File: config.mk
export PLATFORM = sky130hd
export DESIGN_NAME = ser_tx
export DESIGN_NICKNAME = d
export VERILOG_FILES = /design/src/rtl/ser_pkg.sv /design/src/rtl/ser_bit_cnt.sv /design/src/rtl/ser_tx.sv
export SDC_FILE = /design/constraint.sdc
export NUM_CORES = 1
export LEC_CHECK = 0
export ABC_AREA = 1
export BUFFER_PORTS_ARGS = -buffer_cell sky130_fd_sc_hd__clkbuf_2
export CELL_PAD_IN_SITES_DETAIL_PLACEMENT = 1
export CELL_PAD_IN_SITES_GLOBAL_PLACEMENT = 2
export CORE_MARGIN = 3
export CORE_UTILIZATION = 31
export CTS_BUF_LIST = sky130_fd_sc_hd__clkbuf_8
export DETAILED_ROUTE_END_ITERATION = 6
export PLACE_DENSITY_LB_ADDON = 0.2
export SYNTH_ARGS = -nofsm -noshare
export SYNTH_HDL_FRONTEND = slang
export SYNTH_SLANG_ARGS = --single-unit
File: constraint.sdc
create_clock -name clk -period 1.5 [get_ports clk]
set_input_delay 0.225 -clock clk [delete_from_list [all_inputs] [get_ports clk]]
set_output_delay 0.225 -clock clk [all_outputs]
set_load 0.05 [all_outputs]
File: src/rtl/ser_pkg.sv
// Shared definitions for the serial transmitter: FSM state encoding and default word width.
package ser_pkg;

    typedef enum logic {
        IDLE  = 1'b0,
        SHIFT = 1'b1
    } ser_state_t;

    localparam int unsigned SER_DEFAULT_WIDTH = 8;

endpackage

File: src/rtl/ser_bit_cnt.sv
// Bit position counter for ser_tx: clears on word load, advances per shifted bit,
// saturates at WIDTH-1 and flags that final position.
module ser_bit_cnt
    import ser_pkg::*;
#(
    parameter int unsigned WIDTH = SER_DEFAULT_WIDTH
) (
    input  logic clk,
    input  logic rst,
    input  logic clr,
    input  logic en,
    output logic last
);

    localparam int unsigned    CW       = $clog2(WIDTH);
    localparam logic [CW-1:0]  LAST_CNT = CW'(WIDTH - 1);

    logic [CW-1:0] cnt;

    always_ff @(posedge clk or posedge rst) begin
        if (rst) begin
            cnt <= '0;
        end else if (clr) begin
            cnt <= '0;
        end else if (en && (cnt != LAST_CNT)) begin
            cnt <= cnt + CW'(1);
        end
    end

    assign last = (cnt == LAST_CNT);

endmodule

File: src/rtl/ser_tx.sv
// Parallel-to-serial transmitter, MSB first, with framing and a done pulse on the
// last bit; a new word may be accepted on the last bit for gapless streaming.
module ser_tx
    import ser_pkg::*;
#(
    parameter int unsigned WIDTH = SER_DEFAULT_WIDTH
) (
    input  logic             clk,
    input  logic             rst,
    input  logic [WIDTH-1:0] data_in,
    input  logic             in_valid,
    output logic             in_ready,
    output logic             ser_out,
    output logic             ser_frame,
    output logic             done
);

    ser_state_t       state;
    ser_state_t       state_nxt;
    logic [WIDTH-1:0] shift_reg;
    logic             last;
    logic             accept;
    logic             cnt_en;

    always_ff @(posedge clk or posedge rst) begin
        if (rst) begin
            state <= IDLE;
        end else begin
            state <= state_nxt;
        end
    end

    // Outputs decode only state, counter and shift_reg flops; in_ready is gated by
    // rst so a word presented at release is taken on the very first edge.
    always_comb begin
        state_nxt = state;
        in_ready  = 1'b0;
        ser_out   = 1'b0;
        ser_frame = 1'b0;
        done      = 1'b0;
        cnt_en    = 1'b0;
        case (state)
            IDLE: begin
                in_ready = ~rst;
            end
            SHIFT: begin
                ser_out   = shift_reg[WIDTH-1];
                ser_frame = 1'b1;
                done      = last;
                in_ready  = last & ~rst;
                cnt_en    = ~last;
            end
        endcase
        accept = in_valid & in_ready;
        if (accept) begin
            state_nxt = SHIFT;
        end else if ((state == SHIFT) && last) begin
            state_nxt = IDLE;
        end
    end

    always_ff @(posedge clk or posedge rst) begin
        if (rst) begin
            shift_reg <= '0;
        end else if (accept) begin
            shift_reg <= data_in;
        end else if (state == SHIFT) begin
            shift_reg <= {shift_reg[WIDTH-2:0], 1'b0};
        end
    end

    ser_bit_cnt #(
        .WIDTH (WIDTH)
    ) u_bit_cnt (
        .clk  (clk),
        .rst  (rst),
        .clr  (accept),
        .en   (cnt_en),
        .last (last)
    );

endmodule

# Word level (Yosys, flattened, before mapping)
# Cells that the tools add are included.
# word_totals
reg_bits,12
wordCells,27
output_inout_bits,4
in_bits,11
# op_classes
addsub,1
bitwise_logic,5
eq_ne,2
muxes,11
reduce_logical,5
# ops
operator,n
$mux W8,2
$mux W1,6
$mux W3,2
$reduce_bool A2 Y1,3
$add A3 B1 Y3 const B,1
$eq A3 B3 Y1 const B,1
$ne A3 B3 Y1 const B,1
$not A1 Y1,3
$and A1 B1 Y1,2
$logic_and A1 B1 Y1,2
$pmux W1 S2,1

# Depth between registers and ports, before layout
# Gate-level depths: netlist of run 1.
# logic_depth
word_depth,6
ltp_mapped,9
ltp_nobuf,8

# Hierarchy
# From an unflattened synthesis of run 1, not the netlist that was laid out.
# unflattened
cells_unflattened,96
hier_area_um2,715.7
# modules_own_cells
mod,cells_per_inst,area_each_um2,n_inst,seq_area_each_um2
ser_tx,75,545.5,1,225.2
ser_bit_cnt,21,170.2,1,75.1

# Worst setup path after synthesis of run 1
# OpenSTA, ideal clock, no wires.
# synth_path
path_kind,register to output
start,register state
end,output port in_ready
arrival_ps,1498
slack_ps,-223
n_path_buf,0
stages_incl_launch_ff,4
t_required_ps,1275
cell_sequence,dfrtp_1 -> nand2_4 -> inv_1 -> nor2_1
# synth_via
elab_chain_cells,2
# synth_lines
element,line_no,text
start: declaration,ser_tx.sv:18,ser_state_t state;
start signal: assignment,ser_tx.sv:29,state <= state_nxt;
$not A1 Y1,ser_tx.sv:42,case (state)
$pmux W1 S2 *,ser_tx.sv:42,
end: declaration,ser_tx.sv:12,"output logic in_ready,"
# Every way passes the cells marked *; elsewhere a longest branch is shown, timed or not.

# Worst setup path after layout of run 1
# layout_path
start,register u_bit_cnt.cnt[0]
end,output port in_ready
# layout_via
elab_chain_cells,3
# layout_lines
element,line_no,text
start: declaration,ser_bit_cnt.sv:18,logic [CW-1:0] cnt;
start signal: assignment,ser_bit_cnt.sv:26,cnt <= cnt + CW'(1);
$eq A3 B3 Y1,ser_bit_cnt.sv:30,assign last = (cnt == LAST_CNT);
$and A1 B1 Y1,ser_tx.sv:50,in_ready = last & ~rst;
$pmux W1 S2,ser_tx.sv:42,
# No other way between the ends.

==> flow_metrics.py, run 1 <==
metrics = {
    "outcome": {
        "run_status": "finished with violations",
        "violations_in_the_final_reports": "setup timing",
    },
    "worst_setup_path": {
        "setup.worst_path.start_class": "flip-flop",
        "crit_path_max_fanout": 2,
        "critPathRequiredTime_ns": 1.27,
        "criticalPathCategory": "reg -> out",
        "arrival_ns": 1.35,
        "worstSetupEndpointType": "output pin",
        "ff2ff_path_depth": 8,
    },
    "place": {
        "hpwlAfterDp_um": 1220,
        "port_buffers": 14,
        "gp_congestion": 0.731,
        "pre_cts_slack_ns": -0.0386,
    },
    "route": {
        "routed_wirelength_um": 1830,
        "antenna_violating_nets_post_route": 0,
        "via_count": 641,
        "remaining_drc_errors": 0,
        "dr.pass1.iters": 4,
        "violation_count_after_the_first_detailed_routing_iteration": 4,
        "avgRoutedWirePerCell_um": 13.1,
        "avgViaCountPerCell": 4.58,
    },
    "pwr": {
        "power_density_nw_per_um2": 2060,
        "clock_power_share_pct": 18.1,
        "cellLeakagePower_uw": 0.000525,
        "max-vdd-ir-drop_uv": 892,
        "netSwitchingFraction_pct": 42.6,
        "intPower_uw": 1140,
        "p_switching_uw": 848,
        "power.total_uw": 1990,
        "share_seq_of_total_power_pct": 29.7,
        "combPwrFrac_pct": 52.2,
    },
    "clocking": {
        "clk_transition_reported_paths_ns": 0.06,
        "level_count_of_the_clock_h_tree": 1,
        "clock-root-buffer": "sky130_fd_sc_hd__clkbuf_8",
        "cts_tree": "built",
        "clkLatencyLatePin_ns": 0.25,
        "cts_sinks": 12,
        "clk_path_buf_depth": 2,
        "cts_buffers": 3,
    },
    "die": {
        "dieHeight_um": 53.7,
        "floorplan.rows": 16,
        "ioPinCount": 15,
        "die_width_um": 53.7,
        "die-area_um2": 2880,
        "fp.coreArea_um2": 2060,
        "initial_utilization_pct": 34.2,
    },
    "global_routing": {
        "via_count_of_the_first_global_routing_pass": 656,
        "grt_max_degree": 22,
        "grt_antenna_before_repair": 0,
        "grt_first_pass_wirelength_um": 3040,
        "grt_remaining_overflow": 0,
        "globalRouteTotalUtil_pct": 15.3,
    },
    "sta": {
        "total_neg_setup_slack_ns": -0.0804,
        "max-slew-margin-rel_pct": 78.8,
        "timing_max_transition_violations_final": 0,
        "achievable-frequency_ghz": 0.635,
        "worst-slew-pin-transition_ns": 0.318,
        "period_minus_slack_ns": 1.58,
        "rsz_0062_raised_after_global_routing": "yes",
        "worst_clock_skew_ns": 0.00388,
        "layout_worst_path_cycle_share_pct": 105,
        "setup-violations-final": 2,
        "final_critical_path_setup_slack_ns": -0.0759,
        "finalHoldViolations": 0,
    },
    "synth": {
        "synth.net_count": 102,
        "syn_area_per_cell_um2": 7.91,
        "synth.ff_latch_count": 12,
        "yosysWarningCount": 0,
        "yosysSeqAreaShare_pct": 42.6,
        "syn_inst": 89,
        "synthDistinctLibCells": 16,
        "cell_area_after_synthesis_um2": 704,
    },
    "cells_and_area": {
        "largest_register_ff_count": 8,
        "layout-area-overhead-vs-synth_pct": 37.3,
        "final_nets": 127,
        "antenna_cells_inserted": 0,
        "drive_gt1_share_pct": 36.3,
    },
    "min_path": {
        "min_path_cells": 3,
        "worst_hold_path_type": "in -> reg",
    },
    "job": {
        "drv_cap": 0,
    },
}
## Yosys cell counts
library cell | instances | area share, %
sky130_fd_sc_hd__buf_4 | 1 | 1.1
sky130_fd_sc_hd__nand4_1 | 7 | 6.2
sky130_fd_sc_hd__nand3_1 | 5 | 3.6
sky130_fd_sc_hd__a21oi_4 | 1 | 2.3
sky130_fd_sc_hd__inv_4 | 1 | 0.89
sky130_fd_sc_hd__nor2_1 | 1 | 0.53
sky130_fd_sc_hd__nand2_1 | 37 | 20
sky130_fd_sc_hd__nand3_4 | 1 | 2.5
sky130_fd_sc_hd__buf_6 | 3 | 4.8
sky130_fd_sc_hd__dfrtp_1 | 12 | 43
sky130_fd_sc_hd__or2_2 | 1 | 0.89
sky130_fd_sc_hd__ha_1 | 2 | 3.6
sky130_fd_sc_hd__o21ai_1 | 1 | 0.71
sky130_fd_sc_hd__nand2_4 | 1 | 1.6
sky130_fd_sc_hd__nand2_2 | 3 | 2.7
sky130_fd_sc_hd__inv_1 | 12 | 6.4
## cells in the final DEF (no fill, tap or decap), drive strengths merged
cell type | Yosys | final
ha | 2 | 2
dlygate4sd3 | 0 | 1
a21oi | 1 | 1
inv | 13 | 13
dfrtp | 12 | 12
nor2 | 1 | 1
buf | 4 | 10
nand3 | 6 | 7
o21ai | 1 | 1
or2 | 1 | 1
clkbuf | 0 | 16
nand4 | 7 | 7
nand2 | 41 | 41
## worst max-delay path: stages, from the launching register on
cell,delay (ns)
sky130_fd_sc_hd__dfrtp_1,0.41
sky130_fd_sc_hd__ha_4,0.19
sky130_fd_sc_hd__ha_4,0.16
sky130_fd_sc_hd__inv_2,0.06
sky130_fd_sc_hd__nand2_4,0.05
sky130_fd_sc_hd__inv_4,0.07
sky130_fd_sc_hd__nor2_4,0.03
sky130_fd_sc_hd__buf_8,0.14
## layout make-up
class	instances	area, um^2
Tap cell	27	33.8
Fill cell	269	1090
Multi-Input combinational cell	61	362
Inverter	13	56.3
Sequential cell	12	300
Clock buffer	4	55.1
Timing Repair Buffer	23	160
## final timing paths
kind                                        from      endpoint  slack (ns)
worst max-delay path            u_bit_cnt.cnt[0]      in_ready       -0.08
worst min-delay path                  data_in[0]  shift_reg[0]        0.20
worst max register to register  u_bit_cnt.cnt[0]  shift_reg[7]           0
worst min register to register      shift_reg[4]  shift_reg[4]        0.48
max in group asynchronous                    rst  shift_reg[4]        0.77
min in group asynchronous                    rst  shift_reg[5]        0.54
## power by group through the flow
stage	Clock (uW)	Sequential, uW	Combinational [uW]
3_3_place_gp	0	567	832
2_1_floorplan	0	588	613
6_report	361	590	1040
3_5_place_dp	0	575	857
4_1_cts	373	577	941
5_1_grt	380	604	1180
## cell families (layout without fill, tap and decap cells)
| family | count (synthesis) | in the layout | share of synthesized area, % |
|---|---|---|---|
| buffers and inverters | 17 | 40 | 13.1 |
| AO/OA/AOI/OAI | 2 | 2 | 3.02 |
| flip-flops | 12 | 12 | 42.6 |
| AND/OR/NAND/NOR | 56 | 57 | 37.7 |
| adder cells (fa/ha/maj) | 2 | 2 | 3.55 |
## what timing repair did
action,4_1_cts,5_1_grt
buffers inserted,2,2
gates resized for setup,9,8
hold buffers,1,0
pin swaps,1,1
setup endpoints to repair,3,12
cloned,0,1
endpoints found under the hold margin,12,0
## metrics by stage
step | instances | instance area (um^2) | hold slack [ns] | util, %
after floorplan | 89 | 707 | 0.0304 | -
after global placement | 131 | 807 | 0.201 | 39.1
after detailed placement | 131 | 807 | 0.201 | 39.1
after CTS | 137 | 912 | 0.197 | 44.2
after global routing | 140 | 967 | 0.215 | 46.9
final | 140 | 967 | 0.199 | 46.9
## metal layers
metal,GRT usage (%),routed length [um],up-vias
met5,0,0,-
met4,6.38,17,0
met3,4.99,76,3
met2,26.2,975,13
met1,17.3,763,296
li1,-,-,329
(Power assumes the default switching activity.)
==> run 2, diff against run 1 <==
--- a/config.mk
+++ b/config.mk
@@ -8,9 +8,8 @@
 export ABC_AREA = 1
 export BUFFER_PORTS_ARGS = -buffer_cell sky130_fd_sc_hd__clkbuf_2
 export CELL_PAD_IN_SITES_DETAIL_PLACEMENT = 1
-export CELL_PAD_IN_SITES_GLOBAL_PLACEMENT = 2
-export CORE_MARGIN = 3
-export CORE_UTILIZATION = 31
+export CELL_PAD_IN_SITES_GLOBAL_PLACEMENT = 1
+export CORE_UTILIZATION = 40
 export CTS_BUF_LIST = sky130_fd_sc_hd__clkbuf_8
 export DETAILED_ROUTE_END_ITERATION = 6
 export PLACE_DENSITY_LB_ADDON = 0.2
==> flow_metrics.py, run 2 (synthesis gave the netlist of run 1 again) <==
metrics = {
    "outcome": {
        "run_status": "finished with violations",
        "violations_in_the_final_reports": "setup timing",
    },
    "pwr": {
        "cellLeakagePower_uw": 0.000535,
        "power_density_nw_per_um2": 2170,
        "max-vdd-ir-drop_uv": 939,
    },
    "place": {
        "gp_congestion": 0.703,
        "port_buffers": 14,
        "hpwlAfterDp_um": 1270,
        "pre_cts_slack_ns": -0.125,
    },
    "clocking": {
        "level_count_of_the_clock_h_tree": 1,
        "clk_path_buf_depth": 2,
        "clk_transition_reported_paths_ns": 0.05,
        "clkLatencyLatePin_ns": 0.24,
        "cts_tree": "built",
        "clock-root-buffer": "sky130_fd_sc_hd__clkbuf_8",
        "cts_buffers": 3,
        "cts_sinks": 12,
    },
    "global_routing": {
        "grtUsageMet1_pct": 28.5,
        "via_count_of_the_first_global_routing_pass": 721,
        "globalRoute.busiestLayer": "met2",
        "grt_util_met2_pct": 40.9,
        "grt_remaining_overflow": 0,
        "grt_first_pass_wirelength_um": 3220,
        "grt_max_degree": 13,
        "globalRouteTotalUtil_pct": 24.2,
        "use_met3_pct": 4.58,
        "grt_antenna_before_repair": 0,
    },
    "route": {
        "avgRoutedWirePerCell_um": 15.8,
        "avgViaCountPerCell": 5.31,
        "via_count": 696,
        "remaining_drc_errors": 0,
        "dr.pass1.iters": 6,
        "antenna_violating_nets_post_route": 0,
        "routed_wirelength_um": 2070,
        "violation_count_after_the_first_detailed_routing_iteration": 9,
    },
    "worst_setup_path": {
        "ff2ff_path_depth": 8,
        "r2r_start": "u_bit_cnt.cnt[0]",
        "arrival_ns": 1.39,
        "criticalPathCategory": "reg -> out",
        "critPathRequiredTime_ns": 1.27,
        "path_cells": "ha_4 > ha_4 > inv_4 > nand2_4 > inv_4 > nor2_4 > buf_8",
        "worstSetupEndpointType": "output pin",
        "delay_of_the_slowest_critical_path_stage_ns": 0.42,
        "cp_num_cells": 7,
        "cp_num_buf_inv": 3,
        "setup.worst_path.start_class": "flip-flop",
        "crit-reg2reg-capture": "u_bit_cnt.cnt[0]",
        "r2r_setup_slack_ns": 0.01,
        "critical-path-top-delay-family": "flip-flops",
        "crit_path_top_delay_cell": "sky130_fd_sc_hd__dfrtp_1",
        "crit_path_max_fanout": 2,
    },
    "job": {
        "drv_cap": 0,
    },
    "cells_and_area": {
        "drive_gt1_share_pct": 39.1,
        "layout.cells.most_common": "sky130_fd_sc_hd__nand2_1",
        "final_nets": 130,
        "layout-area-overhead-vs-synth_pct": 37.7,
        "largest_register_ff_count": 8,
        "most_used_cells_in_the_layout_excluding_fill_and_tap_cells": "sky130_fd_sc_hd__nand2_1, sky130_fd_sc_hd__clkbuf_2, sky130_fd_sc_hd__dfrtp_1",
        "antenna_cells_inserted": 0,
    },
    "sta": {
        "setup-violations-final": 2,
        "layout_worst_path_cycle_share_pct": 107,
        "max-slew-margin-rel_pct": 60.1,
        "period_minus_slack_ns": 1.61,
        "finalHoldViolations": 0,
        "final_critical_path_setup_slack_ns": -0.110,
        "worst_clock_skew_ns": 0.00187,
        "worst-slew-pin-transition_ns": 0.597,
        "rsz_0062_raised_after_global_routing": "yes",
        "timing_max_transition_violations_final": 0,
        "fin_worst_hold_slack_ns": 0.206,
        "achievable-frequency_ghz": 0.621,
    },
    "min_path": {
        "min_path_cells": 3,
        "worst_hold_path_type": "in -> reg",
        "whs_endpoint": "shift_reg[0]",
        "worstHoldStart": "data_in[0]",
    },
    "die": {
        "ioPinCount": 15,
        "fp.coreArea_um2": 1580,
        "die-area_um2": 1930,
        "die_width_um": 44.0,
        "floorplan.rows": 14,
        "dieHeight_um": 44.0,
        "initial_utilization_pct": 44.7,
    },
}
## run 2: changes by cell type in the layout (fill, tap and decap cells not counted), sizes merged
| cell | change |
|---|---|
| buf | +3 |
| clkbuf | -1 |
## run 2: worst max path at each step
stage                     startpoint        to  slack (ns)
floorplan                      state  in_ready     0.00008
global placement    u_bit_cnt.cnt[0]  in_ready        0.02
detailed placement  u_bit_cnt.cnt[0]  in_ready       -0.13
CTS                 u_bit_cnt.cnt[1]  in_ready       -0.13
global route        u_bit_cnt.cnt[0]  in_ready       -0.14
finish              u_bit_cnt.cnt[0]  in_ready       -0.11
## run 2: where the power goes
| part | internal (uW) | total (uW) | switching, uW |
|---|---|---|---|
| Sequential | 469 | 605 | 136 |
| Combinational | 537 | 1190 | 658 |
| Clock | 177 | 300 | 123 |
| Total | 1180 | 2100 | 917 |
## run 2: through the flow
step / area, um^2 / util, % / cells / total power (uW) / TNS (ns)
2_1_floorplan: 707 / - / 89 / 1200 / 0
3_3_place_gp: 801 / 50.8 / 121 / 1400 / 0
3_5_place_dp: 801 / 50.8 / 121 / 1470 / -0.187
4_1_cts: 912 / 57.9 / 128 / 1920 / -0.246
5_1_grt: 970 / 61.5 / 131 / 2220 / -0.253
6_report: 970 / 61.5 / 131 / 2100 / -0.112
## run 2: cell type report
cell class                 instances  area [um^2]
sequential                        12          300
timing repair buffer              26          190
fill                             191          607
clock buffer                       3         41.3
tap                               16         20.0
multi-input combinational         61          362
inverter                          13         56.3
## run 2: timing repair
| item | in CTS | in global routing |
|---|---|---|
| buffers inserted | 3 | 2 |
| cloned | 0 | 1 |
| hold endpoints to repair | 12 | 0 |
| hold buffers | 1 | 0 |
| gates resized for setup | 11 | 10 |
| endpoints found under the setup margin | 3 | 12 |
| pin swaps | 1 | 2 |
## run 2: routing by layer
metal / vias up / share of wire, % / routed length (um)
li1: 329 / - / -
met1: 340 / 41 / 837
met2: 19 / 54 / 1110
met3: 8 / 2.9 / 60
met4: 0 / 2.8 / 57
met5: - / 0 / 0
## run 2: worst register-to-register path, cell delays in order, from the launching register on
cell,delay (ns)
sky130_fd_sc_hd__dfrtp_1,0.42
sky130_fd_sc_hd__ha_4,0.19
sky130_fd_sc_hd__ha_4,0.17
sky130_fd_sc_hd__inv_4,0.05
sky130_fd_sc_hd__nand2_4,0.05
sky130_fd_sc_hd__buf_6,0.15
sky130_fd_sc_hd__buf_6,0.13
sky130_fd_sc_hd__or2_4,0.22
sky130_fd_sc_hd__nand2_2,0.05
==> run 3, diff against run 2 <==
--- a/config.mk
+++ b/config.mk
@@ -5,11 +5,10 @@
 export SDC_FILE = /design/constraint.sdc
 export NUM_CORES = 1
 export LEC_CHECK = 0
-export ABC_AREA = 1
 export BUFFER_PORTS_ARGS = -buffer_cell sky130_fd_sc_hd__clkbuf_2
 export CELL_PAD_IN_SITES_DETAIL_PLACEMENT = 1
 export CELL_PAD_IN_SITES_GLOBAL_PLACEMENT = 1
-export CORE_UTILIZATION = 40
+export CORE_UTILIZATION = 43
 export CTS_BUF_LIST = sky130_fd_sc_hd__clkbuf_8
 export DETAILED_ROUTE_END_ITERATION = 6
 export PLACE_DENSITY_LB_ADDON = 0.2
==> flow_metrics.py, run 3 <==
metrics = {
    "worst_setup_path": {
        "crit_path_max_fanout": 3,
        "critical-path-top-delay-family": "flip-flops",
        "cp_num_buf_inv": 1,
        "critPathRequiredTime_ns": 1.27,
        "criticalPathCategory": "reg -> out",
        "r2r_start": "u_bit_cnt.cnt[0]",
        "delay_of_the_slowest_critical_path_stage_ns": 0.36,
        "arrival_ns": 1.41,
        "path_cells": "ha_2 > ha_4 > and2b_2 > nor2_4 > buf_8",
        "timing.critical_path.from": "u_bit_cnt.cnt[0]",
        "setup.worst_path.start_class": "flip-flop",
        "worstSetupEndpointType": "output pin",
        "crit_path_top_delay_cell": "sky130_fd_sc_hd__dfrtp_1",
    },
    "synth": {
        "synth-adder-area-share_pct": 3.86,
        "cell_area_after_synthesis_um2": 648,
        "proportion_of_synthesized_flip_flops_having_asynchronous_set_or_reset_pct": 100,
        "post_synth_and_or_nand_nor_area_fraction_pct": 8.30,
        "proportion_of_synthesized_area_in_mux_cells_pct": 34.2,
        "syn_inst": 45,
        "synth_area_leader_cell": "sky130_fd_sc_hd__dfrtp_1",
        "synth.ff_latch_count": 12,
        "ys_top_cells_by_area": "sky130_fd_sc_hd__dfrtp_1, sky130_fd_sc_hd__mux2_4, sky130_fd_sc_hd__ha_1",
        "synthDistinctLibCells": 15,
        "synth_flop_type": "sky130_fd_sc_hd__dfrtp_1",
        "yosysWarningCount": 0,
        "synthMostInstantiatedCell": "sky130_fd_sc_hd__mux2_4",
        "yosys.area_share.xor_xnor_pct": 0,
        "synth.cells.most_frequent": "sky130_fd_sc_hd__mux2_4, sky130_fd_sc_hd__dfrtp_1, sky130_fd_sc_hd__inv_1",
        "synth_enable_flop_cells": 0,
        "syn_area_per_cell_um2": 14.4,
        "synth.net_count": 58,
        "synth_top_cell_area_share_pct": 46.3,
        "synth_compound_gate_area_share_pct": 3.86,
        "synth_top_family_by_area": "multiplexers",
        "yosysSeqAreaShare_pct": 46.3,
    },
    "sta": {
        "fin_worst_hold_slack_ns": 0.0365,
        "worst_clock_skew_ns": 0.00196,
        "layout_worst_path_cycle_share_pct": 109,
        "period_minus_slack_ns": 1.63,
        "achievable-frequency_ghz": 0.612,
        "timing_max_transition_violations_final": 0,
        "finalHoldViolations": 0,
        "final_critical_path_setup_slack_ns": -0.134,
        "setup-violations-final": 12,
        "max-slew-margin-rel_pct": 69.0,
        "total_neg_setup_slack_ns": -0.429,
        "rsz_0062_raised_after_global_routing": "yes",
        "worst-slew-pin-transition_ns": 0.464,
    },
    "global_routing": {
        "via_count_of_the_first_global_routing_pass": 411,
        "grt_max_degree": 14,
        "grt_remaining_overflow": 0,
        "grt_antenna_before_repair": 0,
        "globalRouteTotalUtil_pct": 19.5,
        "grt_first_pass_wirelength_um": 1900,
    },
    "place": {
        "gp_congestion": 0.618,
        "placedInstanceArea_um2": 757,
        "placed_instances": 76,
        "hpwlAfterDp_um": 936,
        "port_buffers": 14,
    },
    "cells_and_area": {
        "post_layout_nonfiller_instances": 83,
        "layout.cells.most_common": "sky130_fd_sc_hd__mux2_4",
        "largest_register_ff_count": 8,
        "drive_gt1_share_pct": 67.6,
        "layout.cell_area.non_filler_um2": 873,
        "most_used_cells_in_the_layout_excluding_fill_and_tap_cells": "sky130_fd_sc_hd__mux2_4, sky130_fd_sc_hd__clkbuf_2, sky130_fd_sc_hd__dfrtp_1",
        "antenna_cells_inserted": 0,
        "final_nets": 82,
        "layout-area-overhead-vs-synth_pct": 34.7,
    },
    "pwr": {
        "power.total_uw": 1890,
        "cellLeakagePower_uw": 0.000471,
        "max-vdd-ir-drop_uv": 1390,
        "power_density_nw_per_um2": 2170,
    },
    "min_path": {
        "worst_hold_path_type": "in -> async",
    },
    "die": {
        "ioPinCount": 15,
        "die_width_um": 40.8,
        "die-area_um2": 1670,
        "floorplan.rows": 13,
        "fp.coreArea_um2": 1350,
        "initial_utilization_pct": 48.0,
        "dieHeight_um": 40.8,
    },
    "clocking": {
        "cts_tree": "built",
        "clkLatencyLatePin_ns": 0.24,
        "level_count_of_the_clock_h_tree": 1,
        "clk_path_buf_depth": 2,
        "cts_buffers": 3,
        "cts_sinks": 12,
        "cts_hold_repair.buffers": 0,
        "clock-root-buffer": "sky130_fd_sc_hd__clkbuf_8",
        "clk_transition_reported_paths_ns": 0.05,
    },
    "job": {
        "drv_cap": 0,
    },
    "outcome": {
        "run_status": "finished with violations",
        "violations_in_the_final_reports": "setup timing",
    },
    "route": {
        "dr.pass1.iters": 3,
        "remaining_drc_errors": 0,
        "violation_count_after_the_first_detailed_routing_iteration": 1,
        "avgRoutedWirePerCell_um": 16.1,
        "via_count": 413,
        "avgViaCountPerCell": 4.98,
        "routed_wirelength_um": 1340,
        "antenna_violating_nets_post_route": 0,
    },
}
## run 3: cell type report
| cell class | count | area [um^2] |
|---|---|---|
| fill | 134 | 477 |
| multi-input combinational | 29 | 362 |
| sequential | 12 | 302 |
| timing repair buffer | 20 | 135 |
| clock buffer | 3 | 41.3 |
| tap | 15 | 18.8 |
| inverter | 3 | 11.3 |
| clock inverter | 1 | 3.75 |
## run 3: report_power, final
part / leakage, uW / switching (uW) / total, uW / internal, uW
clock network: 0.0000269 / 112 / 292 / 180
registers: 0.000153 / 131 / 594 / 463
logic: 0.000291 / 417 / 1010 / 588
total: 0.000471 / 660 / 1890 / 1230
## run 3: path summary, 6_finish.rpt
| check | to | slack (ns) | cells past startpoint |
|---|---|---|---|
| min reg2reg | shift_reg[0] | 0.54 | 2 |
| min in group clk | shift_reg[3] | 0.22 | 2 |
| min | shift_reg[0] | 0.04 | 2 |
| max | in_ready | -0.13 | 5 |
| max in group asynchronous | state | 1.12 | 2 |
| max reg2reg | u_bit_cnt.cnt[2] | -0.05 | 6 |
## run 3: metrics by stage
| stage | utilization, % | setup slack, ns |
|---|---|---|
| after global placement | 56.1 | -0.0265 |
| final | 64.7 | -0.134 |
| after detailed placement | 56.1 | -0.0644 |
| after floorplan | - | 0.00500 |
| after global routing | 64.7 | -0.172 |
| after CTS | 63.2 | -0.142 |
## run 3: what timing repair did
action	4_1_cts	5_1_grt
pin swaps	3	0
endpoints found under the hold margin	0	0
endpoints found under the setup margin	11	14
gates resized for setup	9	4
setup buffers	2	1
## run 3: cells by family (layout without fill, tap and decap cells)
kind of cell               count (synthesis)  after routing
buffers and inverters                      4             27
adders and majority gates                  2              2
DFF                                       12             12
muxes                                     15             15
and+or+nand+nor                            9              9
AOI/OAI and AO/OA                          3              3
## run 3: per-layer routing
layer  vias up  track usage, %  routed length (um)
met3         4            6.52                  54
met1       197            21.7                 600
met2        11            30.1                 648
li1        201               -                   -
met5         -               0                   0
met4         0            15.0                  31
